<file path="config.mk">
export PLATFORM = sky130hd
export DESIGN_NAME = event_encoder_8to3
export DESIGN_NICKNAME = d
export VERILOG_FILES = /design/src/rtl/event_encoder_8to3.sv
export SDC_FILE = /design/constraint.sdc
export NUM_CORES = 1
export LEC_CHECK = 0
export ABC_AREA = 1
export BUFFER_PORTS_ARGS = -buffer_cell sky130_fd_sc_hd__buf_2
export CORE_MARGIN = 8
export CORE_UTILIZATION = 33
export CTS_BUF_LIST = sky130_fd_sc_hd__clkbuf_8 sky130_fd_sc_hd__clkbuf_16
export CTS_CLUSTER_DIAMETER = 200
export DETAILED_ROUTE_END_ITERATION = 6
export GPL_ROUTABILITY_DRIVEN = 0
export PLACE_DENSITY = 0.59
export SLEW_MARGIN = 0
export SYNTH_ARGS = -nofsm -noshare
export SYNTH_HDL_FRONTEND = slang
export SYNTH_SLANG_ARGS = --single-unit
</file>
<file path="constraint.sdc">
create_clock -name clk -period 4.66 [get_ports clk]
set_input_delay 0.932 -clock clk [delete_from_list [all_inputs] [get_ports clk]]
set_output_delay 0.932 -clock clk [all_outputs]
set_load 0.005 [all_outputs]
</file>
<file path="src/rtl/event_encoder_8to3.sv">
// Sequential 8-to-3 event encoder: sticky per-source pending capture,
// fixed-priority or round-robin selection, valid/ready index output.

// One source lane: sticky pending bit plus lost-event detection.
module event_encoder_lane (
  input  logic clk,
  input  logic rst_n,
  input  logic event_in,
  input  logic take,
  output logic pending,
  output logic lost
);

  // Set beats take, so an event landing on the edge it is issued
  // keeps the bit pending for a later issue.
  always_ff @(posedge clk or negedge rst_n) begin
    if (!rst_n) pending <= 1'b0;
    else        pending <= (pending & ~take) | event_in;
  end

  // An event is lost only when the bit is already pending and is not
  // being consumed this edge.
  assign lost = event_in & pending & ~take;

endmodule

module event_encoder_8to3 #(
  parameter int RR_EN = 0
) (
  input  logic       clk,
  input  logic       rst_n,
  input  logic [7:0] event_i,
  input  logic [7:0] mask_i,
  input  logic       enable_i,
  input  logic       ready_i,
  input  logic       clr_ovf_i,
  output logic       valid_o,
  output logic [2:0] id_o,
  output logic [7:0] pending_o,
  output logic       overflow_o
);

  localparam int NUM_LANES = 8;
  localparam int IW        = 3;

  typedef enum logic {IDLE, HOLD} state_t;

  typedef struct packed {
    logic          found;
    logic [IW-1:0] idx;
  } sel_t;

  state_t                 state_q, state_d;
  sel_t                   sel;
  logic                   load;
  logic [NUM_LANES-1:0]   pending;
  logic [NUM_LANES-1:0]   lost;
  logic [NUM_LANES-1:0]   take;
  logic [NUM_LANES-1:0]   elig;
  logic [IW-1:0]          id_q;
  logic [IW-1:0]          last_q;
  logic [IW-1:0]          scan_idx;
  logic                   ovf_q;

  genvar g;
  generate
    for (g = 0; g < NUM_LANES; g++) begin : g_lane
      event_encoder_lane u_lane (
        .clk      (clk),
        .rst_n    (rst_n),
        .event_in (event_i[g]),
        .take     (take[g]),
        .pending  (pending[g]),
        .lost     (lost[g])
      );
    end
  endgenerate

  // Selection looks at registered pending only, so a fresh event needs
  // one cycle in pending before it can be issued.
  assign elig = pending & mask_i;

  // Scan order: 0..7 for fixed priority, last_q+1.. wrapping for
  // round-robin. last_q resets to 7 so the first RR scan starts at 0.
  always_comb begin
    sel.found = 1'b0;
    sel.idx   = '0;
    scan_idx  = '0;
    for (int i = 0; i < NUM_LANES; i++) begin
      scan_idx = (RR_EN != 0) ? last_q + IW'(1) + IW'(i) : IW'(i);
      if (!sel.found && elig[scan_idx]) begin
        sel.found = 1'b1;
        sel.idx   = scan_idx;
      end
    end
  end

  // Output state register.
  always_ff @(posedge clk or negedge rst_n) begin
    if (!rst_n) state_q <= IDLE;
    else        state_q <= state_d;
  end

  // Load when the output slot is free or frees this edge; a held output
  // ignores mask/enable changes until the consumer takes it.
  always_comb begin
    state_d = state_q;
    load    = 1'b0;
    case (state_q)
      IDLE: begin
        if (enable_i && sel.found) begin
          load    = 1'b1;
          state_d = HOLD;
        end
      end
      HOLD: begin
        if (ready_i) begin
          if (enable_i && sel.found) load    = 1'b1;
          else                       state_d = IDLE;
        end
      end
      default: state_d = IDLE;
    endcase
  end

  // One-hot clear of the issued source's pending bit.
  always_comb begin
    take = '0;
    if (load) take[sel.idx] = 1'b1;
  end

  // Issued index and RR pointer; id keeps its last value when idle.
  always_ff @(posedge clk or negedge rst_n) begin
    if (!rst_n) begin
      id_q   <= '0;
      last_q <= IW'(NUM_LANES - 1);
    end else if (load) begin
      id_q   <= sel.idx;
      last_q <= sel.idx;
    end
  end

  // Sticky overflow; a new loss in the same cycle as a clear wins.
  always_ff @(posedge clk or negedge rst_n) begin
    if (!rst_n)         ovf_q <= 1'b0;
    else if (|lost)     ovf_q <= 1'b1;
    else if (clr_ovf_i) ovf_q <= 1'b0;
  end

  assign valid_o    = (state_q == HOLD);
  assign id_o       = id_q;
  assign pending_o  = pending;
  assign overflow_o = ovf_q;

endmodule

</file>
-- After elaboration in Yosys (flattened, before gate mapping)
Cells that the tools add are included.
- add/subtract/negate cells: 0
- multipliers: 0
- divide/modulo/power cells: 0
- $lt $le $gt $ge: 2
- equality and inequality tests: 0
- shift-type cells: 0
- multiplexer cells: 18
- bitwise logic cells: 42
- reductions and logical operators: 18
- operators with widths (kind ; number):
    $mux W4 ; 8
    $and A1 B1 Y1 ; 24
    $logic_and A1 B1 Y1 ; 9
    $not A1 Y1 ; 9
    $and A8 B8 Y8 ; 1
    $mux W8 ; 1
    $or A1 B1 Y1 ; 8
    $reduce_or A8 Y1 ; 1
    $logic_not A1 Y1 ; 7
    $mux W1 ; 6
    $lt A3 B4 Y1 const B ; 1
    $pmux W1 S2 ; 2
    $demux W1 S3 ; 1
    $ge A3 B1 Y1 const B ; 1
    $reduce_bool A2 Y1 ; 1
- register bits: 13
- bits in latches: 0
- memory bits (writable): 0
- memory bits (read-only): 0
- memories: 0

-- Logic depth before layout (Yosys ltp)
Gate-level depths: netlist of run 1.
- depth in word-level cells: 32
- gate-level depth with buffers: 11

-- Hierarchy
Synthesis of run 1 repeated with hierarchy kept, for this count alone.
- cells, all modules: 128
- area, all modules: 852.1 sq um
- modules (own cells, without submodules) (module ; instances ; cells each ; area each (sq um)):
    event_encoder_8to3 ; 1 ; 72 ; 471.7
    event_encoder_lane ; 8 ; 7 ; 47.5

-- Least setup slack after synthesis of run 1
Ideal clock, no wire load.
- path kind: input to register
- start: in mask_i[4]
- end: reg id_q[0] (netlist: id_o[0])
- library setup time: 0.125 ns
- arrival time: 1.854 ns
- data required time: 4.535 ns
- slack: 2.681 ns
- stages on the path: 7
- path buffers: 0
- path through: nand2_2 inv_1 nor3_4 nand4_4 nand2_4 nor2_8 mux2_4
- longest elaborated chain between the ends: 16
- ends and longest elaborated chain (element ; RTL line ; source):
    from (decl) ; 33 ; input logic [7:0] mask_i,
    $and A8 B8 Y8 (*) ; 81 ; assign elig = pending & mask_i;
    $logic_and A1 B1 Y1 (*) ; 91 ; if (!sel.found && elig[scan_idx]) begin
    $mux W4 (*) ; 91 ;
    $logic_not A1 Y1 ; 91 ;
    $logic_and A1 B1 Y1 ; 91 ;
    $mux W4 (*) ; 91 ;
    $logic_not A1 Y1 ; 91 ;
    $logic_and A1 B1 Y1 ; 91 ;
    $mux W4 (*) ; 91 ;
    $logic_not A1 Y1 ; 91 ;
    $logic_and A1 B1 Y1 ; 91 ;
    $mux W4 (*) ; 91 ;
    $logic_and A1 B1 Y1 ; 111, 118 ;
    $mux W1 ; 111, 118 ;
    $mux W1 ; 117 ; if (ready_i) begin
    $pmux W1 S2 ; 109 ; case (state_q)
    to (signal assigned) ; 138 ; id_q <= sel.idx;
    to (decl) ; 60 ; logic [IW-1:0] id_q;
Every way passes the cells marked *; elsewhere a longest branch is shown, timed or not.
A chain may end at the register's enable or synchronous reset.

-- Worst setup path after layout of run 1
- start: in mask_i[2]
- end: reg ovf_q (netlist: overflow_o)
- longest elaborated chain between the ends: 27
- elaborated cells between the ends (all ways): 47
- ends and longest elaborated chain (element ; RTL line ; source):
    $and A8 B8 Y8 (*) ; 81 ;
    $logic_and A1 B1 Y1 (*) ; 91 ;
    $mux W4 (*) ; 91 ;
    $logic_not A1 Y1 ; 91 ;
    $logic_and A1 B1 Y1 ; 91 ;
    $mux W4 (*) ; 91 ;
    $logic_not A1 Y1 ; 91 ;
    $logic_and A1 B1 Y1 ; 91 ;
    [11 not listed] ; n/a ;
    $logic_and A1 B1 Y1 (not written as such) / $mux W1 (equally long branches) ; 129, 111, 118 ;
    $mux W1 (on tied branches) ; 129, 117 ;
    $demux W1 S3 / $pmux W1 S2 (equally long branches) ; 129, 109 ;
    $mux W8 (*) ; 129 ; if (load) take[sel.idx] = 1'b1;
    $not A1 Y1 ; 23 ; assign lost = event_in & pending & ~take;
    $and A1 B1 Y1 ; 23 ;
    $reduce_or A8 Y1 (*) ; 146 ; else if (|lost) ovf_q <= 1'b1;
    $mux W1 / $reduce_bool A2 Y1 (equally long branches) ; n/a ;
    to (signal assigned) ; 145 ; if (!rst_n) ovf_q <= 1'b0;
    to (signal assigned) ; 146 ;
    to (signal assigned) ; 147 ; else if (clr_ovf_i) ovf_q <= 1'b0;
    to (decl) ; 63 ; logic ovf_q;
Marked as above.

==> impl_metrics.xml, run 1 <==
<?xml version="1.0" encoding="UTF-8"?>
<metrics>
  <group name="synthesis">
    <metric name="synth.cell_area" unit="µm²">912</metric>
    <metric name="synth_warnings" unit="">0</metric>
    <metric name="yosys.cell_types.count" unit="">21</metric>
    <metric name="post_synth_main_area_contributors" unit="">sky130_fd_sc_hd__dfrtp_1, sky130_fd_sc_hd__nand2_1, sky130_fd_sc_hd__inv_1</metric>
    <metric name="post_synth_inst_count" unit="">116</metric>
    <metric name="synth-seq-area-share" unit="">0.357</metric>
    <metric name="ys_seq_elements" unit="">13</metric>
    <metric name="synthDominantAreaCellType" unit="">sky130_fd_sc_hd__dfrtp_1</metric>
    <metric name="syn_nets" unit="">137</metric>
    <metric name="syn-mean-instance-area" unit="µm²">7.86</metric>
    <metric name="synth_top_cell_area_share" unit="">0.357</metric>
  </group>
  <group name="finish">
    <metric name="final_net_count" unit="">167</metric>
    <metric name="area_growth_syn_to_layout" unit="%">20.7</metric>
    <metric name="fillers" unit="">284</metric>
    <metric name="antennaDiodeCount" unit="">0</metric>
    <metric name="layout.cells.most_common" unit="">sky130_fd_sc_hd__buf_2</metric>
    <metric name="leading_cell_types_in_the_layout_fill_and_taps_excluded" unit="">sky130_fd_sc_hd__buf_2, sky130_fd_sc_hd__nand2_1, sky130_fd_sc_hd__inv_1</metric>
    <metric name="layout_cell_share_with_drive_strength_beyond_1" unit="">0.345</metric>
    <metric name="finish.instance_area" unit="µm²">1100</metric>
  </group>
  <group name="place">
    <metric name="post-dp-hpwl" unit="mm">1.82</metric>
    <metric name="io_buffer_count" unit="">33</metric>
    <metric name="cell_area_after_placement" unit="µm²">1060</metric>
  </group>
  <group name="detailed_routing">
    <metric name="vias" unit="">784</metric>
    <metric name="via_per_inst" unit="">4.45</metric>
    <metric name="drcViolationCount" unit="">0</metric>
    <metric name="wl_per_cell" unit="µm">12.3</metric>
    <metric name="1st_pass_router_iterations" unit="">4</metric>
    <metric name="wl" unit="mm">2.17</metric>
    <metric name="detail-route-antenna-nets" unit="">0</metric>
    <metric name="first_iter_violations" unit="">17</metric>
  </group>
  <group name="sta">
    <metric name="rsz_0062_raised_after_global_routing" unit="">false</metric>
    <metric name="final.setup_skew" unit="ns">0.00138</metric>
    <metric name="max_clock_freq" unit="GHz">0.511</metric>
    <metric name="relSlewSlack" unit="">0.794</metric>
    <metric name="tightest_slew" unit="ns">0.309</metric>
    <metric name="timing_hold_violations_final" unit="">0</metric>
    <metric name="fin_setup_tns" unit="ns">0</metric>
    <metric name="report.final.slew_viol_count" unit="">0</metric>
    <metric name="finalCritPeriodShare" unit="">0.420</metric>
    <metric name="post-route-min-period" unit="ns">1.96</metric>
    <metric name="setup_viol" unit="">0</metric>
  </group>
  <group name="hold_path">
    <metric name="worst_hold_path.num_cells" unit="">1</metric>
    <metric name="holdPathEnd" unit="">id_o[1]</metric>
    <metric name="holdCritPathClass" unit="">flop to flop</metric>
    <metric name="hp-start" unit="">id_o[1]</metric>
  </group>
  <group name="cts">
    <metric name="cts-buffers-inserted" unit="">3</metric>
    <metric name="cts.reportedPaths.clkPinSlew" unit="ns">0.06</metric>
    <metric name="post_cts_repair_setup_buffers" unit="">0</metric>
    <metric name="clockBufferDepth" unit="">2</metric>
    <metric name="insertion_delay" unit="ns">0.25</metric>
    <metric name="ctsResizeCount" unit="">0</metric>
    <metric name="cts-root-buf" unit="">sky130_fd_sc_hd__clkbuf_8</metric>
    <metric name="cts_tree" unit="">done</metric>
    <metric name="htree_num_levels" unit="">1</metric>
    <metric name="numClockSinks" unit="">13</metric>
    <metric name="cts_hold_buf" unit="">0</metric>
  </group>
  <group name="global_route">
    <metric name="grt_overflow" unit="">0</metric>
    <metric name="wire_length_of_the_first_global_routing_pass" unit="mm">3.51</metric>
    <metric name="antenna_violations_before_repair" unit="">0</metric>
    <metric name="groute.usage.overall" unit="">0.101</metric>
    <metric name="largest_net_degree_at_the_start_of_global_routing" unit="">14</metric>
    <metric name="grt_pass1_vias" unit="">795</metric>
  </group>
  <group name="floorplan">
    <metric name="floorplan.io_pins" unit="">34</metric>
    <metric name="die_h" unit="µm">68.6</metric>
    <metric name="effective_utilization_at_floorplan" unit="">0.340</metric>
    <metric name="num_rows" unit="">19</metric>
    <metric name="dieWidth" unit="µm">68.6</metric>
    <metric name="die-area" unit="µm²">4700</metric>
    <metric name="core_region_area" unit="µm²">2690</metric>
  </group>
  <group name="pwr">
    <metric name="power_per_cell_area" unit="nW/µm²">268</metric>
    <metric name="p_sw" unit="µW">87.8</metric>
    <metric name="leak_pwr" unit="nW">0.597</metric>
    <metric name="power.switching_fraction" unit="">0.298</metric>
    <metric name="worst_ir_drop_vdd" unit="V">0.000161</metric>
    <metric name="pwr-share-clk" unit="">0.352</metric>
    <metric name="internal_power" unit="µW">207</metric>
    <metric name="comb_power_share" unit="">0.222</metric>
    <metric name="sequentialPowerShare" unit="">0.427</metric>
  </group>
  <group name="setup_path">
    <metric name="wp_data_required" unit="ns">4.85</metric>
    <metric name="largest_stage_delay_worst_path" unit="ns">0.16</metric>
    <metric name="critical_path_arrival" unit="ns">2.15</metric>
    <metric name="worstSetupPathDepth" unit="">12</metric>
    <metric name="cp_cell_sequence" unit="">buf_2 &gt; nand2_1 &gt; nand2_2 &gt; nor2_2 &gt; nand3_2 &gt; nor2_1 &gt; nand2_1 &gt; nand2_1 &gt; nor2_1 &gt; a21oi_1 &gt; nor2_1 &gt; nand3_1</metric>
    <metric name="crit_path_top_delay_cell" unit="">sky130_fd_sc_hd__nor2_1</metric>
    <metric name="crit_path_end_kind" unit="">flop</metric>
    <metric name="worst_r2r_endpoint" unit="">overflow_o</metric>
    <metric name="ff2ff_path_depth" unit="">11</metric>
    <metric name="crit_path_start_kind" unit="">input pin</metric>
    <metric name="setup.reg_to_reg.worst_slack" unit="ns">3.06</metric>
    <metric name="reg2reg_from" unit="">g_lane[2].u_lane.pending</metric>
    <metric name="worstPathBufferInverterCount" unit="">1</metric>
    <metric name="timing.critical_path.max_delay_family" unit="">simple AND/OR/NAND/NOR gates</metric>
    <metric name="critPathKind" unit="">input pin to flop</metric>
    <metric name="critical_path_peak_fanout" unit="">3</metric>
  </group>
  <group name="status">
    <metric name="run_status" unit="">complete, no violations</metric>
  </group>
  <group name="run">
    <metric name="max-cap-violations" unit="">0</metric>
  </group>
</metrics>
-- worst reg2reg max path: cells and delay by family (launching register included) --
kind | cells | cell delay [ns]
flops | 1 | 0.40
compound gates | 1 | 0.13
simple gates | 10 | 1.02
-- kinds of logic (layout without fill, tap and decap cells) --
kind of cell	count (synthesis)	count (layout)	share of synthesized area
compound gates	14	14	0.108
buf+inv	26	55	0.140
flops	13	13	0.357
mux	1	1	0.0165
simple gates	62	62	0.379
-- sequential cells by signal, indices dropped and copies added (netlist names) --
signal / count
g_lane.u_lane.pending: 8
id_o: 3
overflow_o: 1
valid_o: 1
-- Yosys cell counts --
| library cell | instances |
|---|---|
| sky130_fd_sc_hd__a21o_1 | 8 |
| sky130_fd_sc_hd__a21oi_1 | 2 |
| sky130_fd_sc_hd__buf_4 | 8 |
| sky130_fd_sc_hd__dfrtp_1 | 13 |
| sky130_fd_sc_hd__inv_1 | 18 |
| sky130_fd_sc_hd__mux2_4 | 1 |
| sky130_fd_sc_hd__nand2_1 | 29 |
| sky130_fd_sc_hd__nand2_2 | 3 |
| sky130_fd_sc_hd__nand2_4 | 3 |
| sky130_fd_sc_hd__nand3_1 | 8 |
| sky130_fd_sc_hd__nand3_2 | 1 |
| sky130_fd_sc_hd__nand4_1 | 4 |
| sky130_fd_sc_hd__nand4_4 | 1 |
| sky130_fd_sc_hd__nor2_1 | 9 |
| sky130_fd_sc_hd__nor2_2 | 1 |
| sky130_fd_sc_hd__nor2_4 | 1 |
| sky130_fd_sc_hd__nor2_8 | 1 |
| sky130_fd_sc_hd__nor3_4 | 1 |
| sky130_fd_sc_hd__o21a_1 | 2 |
| sky130_fd_sc_hd__o21ai_0 | 1 |
| sky130_fd_sc_hd__o21ai_2 | 1 |
-- how the worst max path moves through the flow --
| stage | from | endpoint | slack, ns |
|---|---|---|---|
| after global placement | mask_i[5] | overflow_o | 2.51 |
| after CTS | mask_i[2] | overflow_o | 2.71 |
| after detailed placement | mask_i[2] | overflow_o | 2.45 |
| after global routing | mask_i[5] | overflow_o | 2.53 |
| after floorplan | mask_i[4] | id_o[0] | 2.68 |
| final | mask_i[2] | overflow_o | 2.70 |
-- layout make-up --
type                    count  area (µm²)  area share
clock buffers               3        41.3      0.0375
clock inverters             1        3.75     0.00341
repair buffers             33         165       0.150
multi-input cells          77         459       0.417
inverters                  18        67.6      0.0614
well taps                  31        38.8      0.0352
flip-flops and latches     13         325       0.295
-- stage by stage --
stage / utilization / total power, mW / instances / hold WS (ns) / setup slack [ns]
after floorplan: - / 0.169 / 116 / 0.488 / 2.68
after global placement: 0.393 / 0.192 / 172 / 0.472 / 2.51
after detailed placement: 0.393 / 0.195 / 172 / 0.483 / 2.45
after CTS: 0.410 / 0.300 / 176 / 0.497 / 2.71
after global routing: 0.410 / 0.312 / 176 / 0.521 / 2.53
final: 0.410 / 0.295 / 176 / 0.496 / 2.70
-- power by group through the flow --
| stage | Combinational (mW) | Sequential, mW | Clock, mW |
|---|---|---|---|
| 3_5_place_dp | 0.0664 | 0.128 | 0 |
| 6_report | 0.0654 | 0.126 | 0.104 |
| 4_1_cts | 0.0668 | 0.126 | 0.107 |
| 2_1_floorplan | 0.0414 | 0.128 | 0 |
| 3_3_place_gp | 0.0650 | 0.127 | 0 |
| 5_1_grt | 0.0732 | 0.127 | 0.112 |
-- per-layer routing --
layer  GRT usage  vias up  wire (µm)
li1            -      416          -
met1       0.112      340        963
met2       0.161       23       1000
met3      0.0339        5        143
met4      0.0691        0         55
met5           0        -          0
No activity file was read; power rests on OpenSTA's default activity.
==> inputs of run 2 (changes only) <==
--- a/config.mk
+++ b/config.mk
@@ -13,7 +13,7 @@
 export CTS_CLUSTER_DIAMETER = 200
 export DETAILED_ROUTE_END_ITERATION = 6
 export GPL_ROUTABILITY_DRIVEN = 0
-export PLACE_DENSITY = 0.59
+export PLACE_DENSITY = 0.61
 export SLEW_MARGIN = 0
 export SYNTH_ARGS = -nofsm -noshare
 export SYNTH_HDL_FRONTEND = slang
==> constraint.sdc (replaced) <==
create_clock -name clk -period 1.75 [get_ports clk]
set_input_delay 0.35 -clock clk [delete_from_list [all_inputs] [get_ports clk]]
set_output_delay 0.35 -clock clk [all_outputs]
set_load 0.005 [all_outputs]
==> run 2 against run 1 <==
- worst hold slack got worse by 0.20 ns
- sequential power rose to 2.7 times the previous value
- first-iteration DRC count is 41% higher
- die area is the same
- clock power grew to 2.6 times the previous value
- routed wire length is 7.3% lower
- critical path depth down 5
- total power rose to 2.6 times the previous value
- critical endpoint is now id_o[0]
- largest power group unchanged
- highest routed layer unchanged
==> impl_metrics.xml, run 2 (synthesis results as in run 1) <==
<?xml version="1.0" encoding="UTF-8"?>
<metrics>
  <group name="setup_path">
    <metric name="critical_path_arrival" unit="ns">1.67</metric>
    <metric name="critical_path_peak_fanout" unit="">10</metric>
    <metric name="critPathKind" unit="">flop to flop</metric>
    <metric name="setup.reg_to_reg.worst_slack" unit="ns">0.21</metric>
    <metric name="wp_data_required" unit="ns">1.88</metric>
    <metric name="crit_path_start_kind" unit="">flop</metric>
    <metric name="crit_path_end_kind" unit="">flop</metric>
  </group>
  <group name="detailed_routing">
    <metric name="wl" unit="mm">2.01</metric>
    <metric name="vias" unit="">811</metric>
    <metric name="detail-route-antenna-nets" unit="">0</metric>
    <metric name="1st_pass_router_iterations" unit="">4</metric>
    <metric name="via_per_inst" unit="">4.58</metric>
    <metric name="first_iter_violations" unit="">24</metric>
    <metric name="drcViolationCount" unit="">0</metric>
    <metric name="wl_per_cell" unit="µm">11.3</metric>
  </group>
  <group name="pwr">
    <metric name="power_per_cell_area" unit="nW/µm²">695</metric>
    <metric name="leak_pwr" unit="nW">0.599</metric>
    <metric name="finalPower" unit="µW">779</metric>
    <metric name="sequentialPowerShare" unit="">0.430</metric>
    <metric name="pwr-share-clk" unit="">0.345</metric>
    <metric name="comb_power_share" unit="">0.225</metric>
    <metric name="p_sw" unit="µW">222</metric>
    <metric name="power.switching_fraction" unit="">0.286</metric>
    <metric name="worst_ir_drop_vdd" unit="V">0.000432</metric>
    <metric name="internal_power" unit="µW">556</metric>
  </group>
  <group name="run">
    <metric name="max-cap-violations" unit="">0</metric>
  </group>
  <group name="cts">
    <metric name="cts_tree" unit="">done</metric>
    <metric name="numClockSinks" unit="">13</metric>
    <metric name="clockBufferDepth" unit="">2</metric>
    <metric name="post_cts_repair_setup_buffers" unit="">0</metric>
    <metric name="htree_num_levels" unit="">1</metric>
    <metric name="cts.reportedPaths.clkPinSlew" unit="ns">0.06</metric>
    <metric name="cts-root-buf" unit="">sky130_fd_sc_hd__clkbuf_8</metric>
    <metric name="insertion_delay" unit="ns">0.24</metric>
    <metric name="cts-buffers-inserted" unit="">3</metric>
  </group>
  <group name="finish">
    <metric name="layout.cells.most_common" unit="">sky130_fd_sc_hd__buf_2</metric>
    <metric name="layout_cell_share_with_drive_strength_beyond_1" unit="">0.363</metric>
    <metric name="antennaDiodeCount" unit="">0</metric>
    <metric name="final_net_count" unit="">168</metric>
    <metric name="most_flop_heavy_register" unit="">g_lane.u_lane.pending</metric>
    <metric name="area_growth_syn_to_layout" unit="%">22.9</metric>
    <metric name="largest_register_ffs" unit="">8</metric>
    <metric name="leading_cell_types_in_the_layout_fill_and_taps_excluded" unit="">sky130_fd_sc_hd__buf_2, sky130_fd_sc_hd__nand2_1, sky130_fd_sc_hd__inv_1</metric>
    <metric name="fillers" unit="">304</metric>
  </group>
  <group name="global_route">
    <metric name="groute.usage.overall" unit="">0.0921</metric>
    <metric name="gr-usage-met1" unit="">0.106</metric>
    <metric name="grt-busiest-layer" unit="">met2</metric>
    <metric name="grt_overflow" unit="">0</metric>
    <metric name="antenna_violations_before_repair" unit="">0</metric>
    <metric name="globalRouteMet3Util" unit="">0.0372</metric>
    <metric name="use_met2" unit="">0.137</metric>
    <metric name="grt_pass1_vias" unit="">821</metric>
    <metric name="largest_net_degree_at_the_start_of_global_routing" unit="">14</metric>
    <metric name="wire_length_of_the_first_global_routing_pass" unit="mm">3.30</metric>
  </group>
  <group name="sta">
    <metric name="setup_viol" unit="">0</metric>
    <metric name="report.final.slew_viol_count" unit="">0</metric>
    <metric name="post-route-min-period" unit="ns">1.54</metric>
    <metric name="final.setup_skew" unit="ns">0.00477</metric>
    <metric name="timing_hold_violations_final" unit="">0</metric>
    <metric name="relSlewSlack" unit="">0.799</metric>
    <metric name="fin_setup_tns" unit="ns">0</metric>
    <metric name="tightest_slew" unit="ns">0.302</metric>
    <metric name="finalCritPeriodShare" unit="">0.881</metric>
    <metric name="whs" unit="ns">0.299</metric>
    <metric name="max_clock_freq" unit="GHz">0.648</metric>
  </group>
  <group name="floorplan">
    <metric name="floorplan.io_pins" unit="">34</metric>
    <metric name="dieWidth" unit="µm">68.6</metric>
    <metric name="die-area" unit="µm²">4700</metric>
    <metric name="core_region_area" unit="µm²">2690</metric>
    <metric name="effective_utilization_at_floorplan" unit="">0.340</metric>
    <metric name="die_h" unit="µm">68.6</metric>
    <metric name="num_rows" unit="">19</metric>
  </group>
  <group name="place">
    <metric name="post-dp-hpwl" unit="mm">1.72</metric>
    <metric name="io_buffer_count" unit="">33</metric>
  </group>
  <group name="hold_path">
    <metric name="holdCritPathClass" unit="">input pin to flop</metric>
  </group>
  <group name="status">
    <metric name="run_status" unit="">complete, no violations</metric>
  </group>
</metrics>
==> run 2: worst paths after layout <==
kind,from,end,cells past startpoint
worst max-delay path,g_lane[0].u_lane.pending,id_o[0],7
worst min-delay path,event_i[0],g_lane[0].u_lane.pending,2
worst max register to register,g_lane[0].u_lane.pending,id_o[0],7
worst min register to register,id_o[1],id_o[1],1
max in group asynchronous,rst_n,g_lane[0].u_lane.pending,2
min in group asynchronous,rst_n,g_lane[4].u_lane.pending,2
==> run 2: metal layers <==
layer  wire [µm]  vias to the layer above  part of all wire
li1            -                      421                 -
met3         190                        8             0.095
met1         867                      350              0.43
met5           0                        -                 0
met2         882                       32              0.44
met4          66                        0             0.033
==> run 2: critical path, stage by stage, from the launching register on <==
cell and delay (ns):
sky130_fd_sc_hd__dfrtp_2 0.43, sky130_fd_sc_hd__nand2_2 0.11, sky130_fd_sc_hd__nand2_4 0.08, sky130_fd_sc_hd__nor3_4 0.21, sky130_fd_sc_hd__nand4_4 0.14, sky130_fd_sc_hd__nand2_4 0.12
sky130_fd_sc_hd__nor2_8 0.05, sky130_fd_sc_hd__mux2_4 0.29
==> run 2: final cells by class <==
class	instances	area, µm²	share of cell area
multi-input cells	77	467	0.416
flip-flops and latches	13	327	0.291
repair buffers	34	175	0.156
inverters	18	67.6	0.0603
clock buffers	3	41.3	0.0368
well taps	31	38.8	0.0346
clock inverters	1	5.00	0.00446
==> run 2: power by group through the flow <==
stage | combinational (mW) | sequential [mW] | clock, mW
after floorplan | 0.110 | 0.340 | 0
after global placement | 0.173 | 0.339 | 0
after detailed placement | 0.174 | 0.340 | 0
after CTS | 0.177 | 0.334 | 0.277
after global routing | 0.199 | 0.338 | 0.288
final | 0.176 | 0.335 | 0.269
==> run 2: repair_timing <==
action | 4_1_cts | 5_1_grt
gates resized for setup | 0 | 4
hold buffers | 1 | 0
setup endpoints to repair | 0 | 1
hold endpoints to repair | 8 | 0
==> run 2: per-stage QoR <==
stage / std cells / setup slack (ns) / utilization / instance area (µm²)
CTS: 177 / 0.167 / 0.414 / 1110
detailed placement: 172 / 0.152 / 0.393 / 1060
floorplan: 116 / 0.289 / - / 912
global route: 177 / -0.00120 / 0.417 / 1120
finish: 177 / 0.208 / 0.417 / 1120
global placement: 172 / 0.169 / 0.393 / 1060
==> inputs of run 3 (changes only) <==
--- a/config.mk
+++ b/config.mk
@@ -7,13 +7,13 @@
 export LEC_CHECK = 0
 export ABC_AREA = 1
 export BUFFER_PORTS_ARGS = -buffer_cell sky130_fd_sc_hd__buf_2
-export CORE_MARGIN = 8
 export CORE_UTILIZATION = 33
 export CTS_BUF_LIST = sky130_fd_sc_hd__clkbuf_8 sky130_fd_sc_hd__clkbuf_16
 export CTS_CLUSTER_DIAMETER = 200
 export DETAILED_ROUTE_END_ITERATION = 6
 export GPL_ROUTABILITY_DRIVEN = 0
 export PLACE_DENSITY = 0.61
+export REMOVE_ABC_BUFFERS = 1
 export SLEW_MARGIN = 0
 export SYNTH_ARGS = -nofsm -noshare
 export SYNTH_HDL_FRONTEND = slang
==> run 3 against run 2 <==
- cell count down 0.56%
- sequential cell count stayed put
- critical endpoint is now overflow_o
- global-route usage up 5.5 points
- maximum frequency is 2.0% lower
- combinational power about the same
- utilization up 2.2 points
- total power about the same
- sequential share of layout area barely moved
- largest cell class unchanged
- clock skew grew 0.0027 ns
- count of clock-buffer cells in the layout is the same
- first-iteration DRC count decreased by 83%
- critical path depth is 1 higher
==> impl_metrics.xml, run 3 (synthesis results as in run 1) <==
<?xml version="1.0" encoding="UTF-8"?>
<metrics>
  <group name="cts">
    <metric name="cts_tree" unit="">done</metric>
    <metric name="cts-buffers-inserted" unit="">3</metric>
    <metric name="clockBufferDepth" unit="">2</metric>
    <metric name="cts-root-buf" unit="">sky130_fd_sc_hd__clkbuf_8</metric>
    <metric name="cts.reportedPaths.clkPinSlew" unit="ns">0.06</metric>
    <metric name="htree_num_levels" unit="">1</metric>
    <metric name="numClockSinks" unit="">13</metric>
    <metric name="insertion_delay" unit="ns">0.25</metric>
  </group>
  <group name="setup_path">
    <metric name="critical_path_peak_fanout" unit="">4</metric>
    <metric name="critical_path_arrival" unit="ns">1.70</metric>
    <metric name="ff2ff_path_depth" unit="">8</metric>
    <metric name="worst_r2r_endpoint" unit="">overflow_o</metric>
    <metric name="reg2reg_from" unit="">g_lane[5].u_lane.pending</metric>
    <metric name="crit_path_end_kind" unit="">flop</metric>
    <metric name="wp_data_required" unit="ns">1.88</metric>
    <metric name="crit_path_start_kind" unit="">flop</metric>
    <metric name="critPathKind" unit="">flop to flop</metric>
    <metric name="setup.reg_to_reg.worst_slack" unit="ns">0.18</metric>
  </group>
  <group name="sta">
    <metric name="timing_hold_violations_final" unit="">0</metric>
    <metric name="post-route-min-period" unit="ns">1.57</metric>
    <metric name="final.setup_skew" unit="ns">0.00745</metric>
    <metric name="finalCritPeriodShare" unit="">0.899</metric>
    <metric name="tightest_slew" unit="ns">0.300</metric>
    <metric name="relSlewSlack" unit="">0.800</metric>
    <metric name="setup_viol" unit="">0</metric>
    <metric name="max_clock_freq" unit="GHz">0.636</metric>
    <metric name="report.final.slew_viol_count" unit="">0</metric>
    <metric name="worst_slack" unit="ns">0.176</metric>
    <metric name="whs" unit="ns">0.292</metric>
  </group>
  <group name="detailed_routing">
    <metric name="detail-route-antenna-nets" unit="">0</metric>
    <metric name="via_per_inst" unit="">4.53</metric>
    <metric name="vias" unit="">798</metric>
    <metric name="first_iter_violations" unit="">4</metric>
    <metric name="1st_pass_router_iterations" unit="">3</metric>
    <metric name="wl" unit="mm">1.90</metric>
    <metric name="wl_per_cell" unit="µm">10.8</metric>
    <metric name="drcViolationCount" unit="">0</metric>
  </group>
  <group name="global_route">
    <metric name="grt_pass1_vias" unit="">772</metric>
    <metric name="largest_net_degree_at_the_start_of_global_routing" unit="">14</metric>
    <metric name="antenna_violations_before_repair" unit="">0</metric>
    <metric name="wire_length_of_the_first_global_routing_pass" unit="mm">3.08</metric>
    <metric name="use_met2" unit="">0.242</metric>
    <metric name="grt_overflow" unit="">0</metric>
    <metric name="groute.usage.overall" unit="">0.148</metric>
    <metric name="grt-busiest-layer" unit="">met2</metric>
    <metric name="globalRouteMet3Util" unit="">0.0278</metric>
    <metric name="gr-usage-met1" unit="">0.181</metric>
  </group>
  <group name="finish">
    <metric name="finish.instance_area" unit="µm²">1120</metric>
    <metric name="largest_register_ffs" unit="">8</metric>
    <metric name="antennaDiodeCount" unit="">0</metric>
    <metric name="layout_cell_share_with_drive_strength_beyond_1" unit="">0.349</metric>
    <metric name="seq_area" unit="µm²">325</metric>
    <metric name="multiInputGateArea" unit="µm²">467</metric>
    <metric name="fillers" unit="">279</metric>
    <metric name="layout.cells.most_common" unit="">sky130_fd_sc_hd__buf_2</metric>
    <metric name="leading_cell_types_in_the_layout_fill_and_taps_excluded" unit="">sky130_fd_sc_hd__buf_2, sky130_fd_sc_hd__nand2_1, sky130_fd_sc_hd__inv_1</metric>
    <metric name="most_flop_heavy_register" unit="">g_lane.u_lane.pending</metric>
    <metric name="area_growth_syn_to_layout" unit="%">22.5</metric>
    <metric name="final_net_count" unit="">168</metric>
  </group>
  <group name="floorplan">
    <metric name="dieWidth" unit="µm">54.6</metric>
    <metric name="effective_utilization_at_floorplan" unit="">0.358</metric>
    <metric name="die_h" unit="µm">54.6</metric>
    <metric name="core_region_area" unit="µm²">2540</metric>
    <metric name="die-area" unit="µm²">2980</metric>
    <metric name="num_rows" unit="">18</metric>
    <metric name="floorplan.io_pins" unit="">34</metric>
  </group>
  <group name="pwr">
    <metric name="leak_pwr" unit="nW">0.601</metric>
    <metric name="worst_ir_drop_vdd" unit="V">0.000524</metric>
    <metric name="power_per_cell_area" unit="nW/µm²">697</metric>
  </group>
  <group name="place">
    <metric name="post-dp-hpwl" unit="mm">1.61</metric>
    <metric name="io_buffer_count" unit="">33</metric>
    <metric name="dp_slack" unit="ns">0.108</metric>
    <metric name="cell_area_after_placement" unit="µm²">1050</metric>
  </group>
  <group name="status">
    <metric name="run_status" unit="">complete, no violations</metric>
  </group>
  <group name="hold_path">
    <metric name="holdCritPathClass" unit="">input pin to flop</metric>
    <metric name="worst_hold_path.num_cells" unit="">2</metric>
    <metric name="holdPathEnd" unit="">g_lane[2].u_lane.pending</metric>
    <metric name="hp-start" unit="">event_i[2]</metric>
  </group>
  <group name="run">
    <metric name="max-cap-violations" unit="">0</metric>
  </group>
</metrics>
run 3: per-layer routing:
| metal | share of wire | vias to the layer above | routed length (µm) |
|---|---|---|---|
| met5 | 0 | - | 0 |
| met4 | 0.012 | 0 | 23 |
| met3 | 0.066 | 2 | 126 |
| met2 | 0.49 | 26 | 935 |
| met1 | 0.43 | 351 | 815 |
| li1 | - | 419 | - |
run 3: cell type report:
class,count,area share
repair buffers,34,0.157
inverters,18,0.0605
clock buffers,3,0.0370
well taps,30,0.0336
flip-flops and latches,13,0.291
multi-input cells,77,0.418
clock inverters,1,0.00336
run 3: repair_timing:
action	in CTS	in global routing
endpoints found under the hold margin	13	0
hold buffers	1	0
buffers inserted	0	0
resized for setup	0	2
endpoints found under the setup margin	0	1
run 3: how the worst max path moves through the flow:
stage	end	startpoint	cells after the start	slack, ns
final	overflow_o	g_lane[5].u_lane.pending	8	0.18
after global routing	overflow_o	g_lane[2].u_lane.pending	10	-0.01
after CTS	overflow_o	g_lane[0].u_lane.pending	10	0.14
after detailed placement	overflow_o	mask_i[2]	11	0.11
after global placement	id_o[0]	mask_i[4]	8	0.17
after floorplan	id_o[0]	g_lane[0].u_lane.pending	7	0.27
run 3: where the power goes:
part / internal (mW) / total [mW] / switching, mW
registers: 0.320 / 0.334 / 0.0137
clock network: 0.155 / 0.269 / 0.114
logic: 0.0779 / 0.175 / 0.0976
run 3: metrics by stage:
stage / power [mW] / util / setup TNS, ns / std cells
4_1_cts: 0.789 / 0.436 / 0 / 176
3_5_place_dp: 0.514 / 0.414 / 0 / 171
2_1_floorplan: 0.443 / - / 0 / 108
6_report: 0.779 / 0.439 / 0 / 176
3_3_place_gp: 0.510 / 0.414 / 0 / 171
5_1_grt: 0.825 / 0.439 / -0.0133 / 176
run 3: critical path, cell delays in order, from the launching register on:
cell and delay, ns:
sky130_fd_sc_hd__dfrtp_1 0.41, sky130_fd_sc_hd__nand2_1 0.18, sky130_fd_sc_hd__inv_1 0.07, sky130_fd_sc_hd__o21ai_0 0.25, sky130_fd_sc_hd__nand3_1 0.12, sky130_fd_sc_hd__nor2_1 0.14, sky130_fd_sc_hd__a21oi_1 0.10, sky130_fd_sc_hd__nor2_1 0.12
sky130_fd_sc_hd__nand3_1 0.08
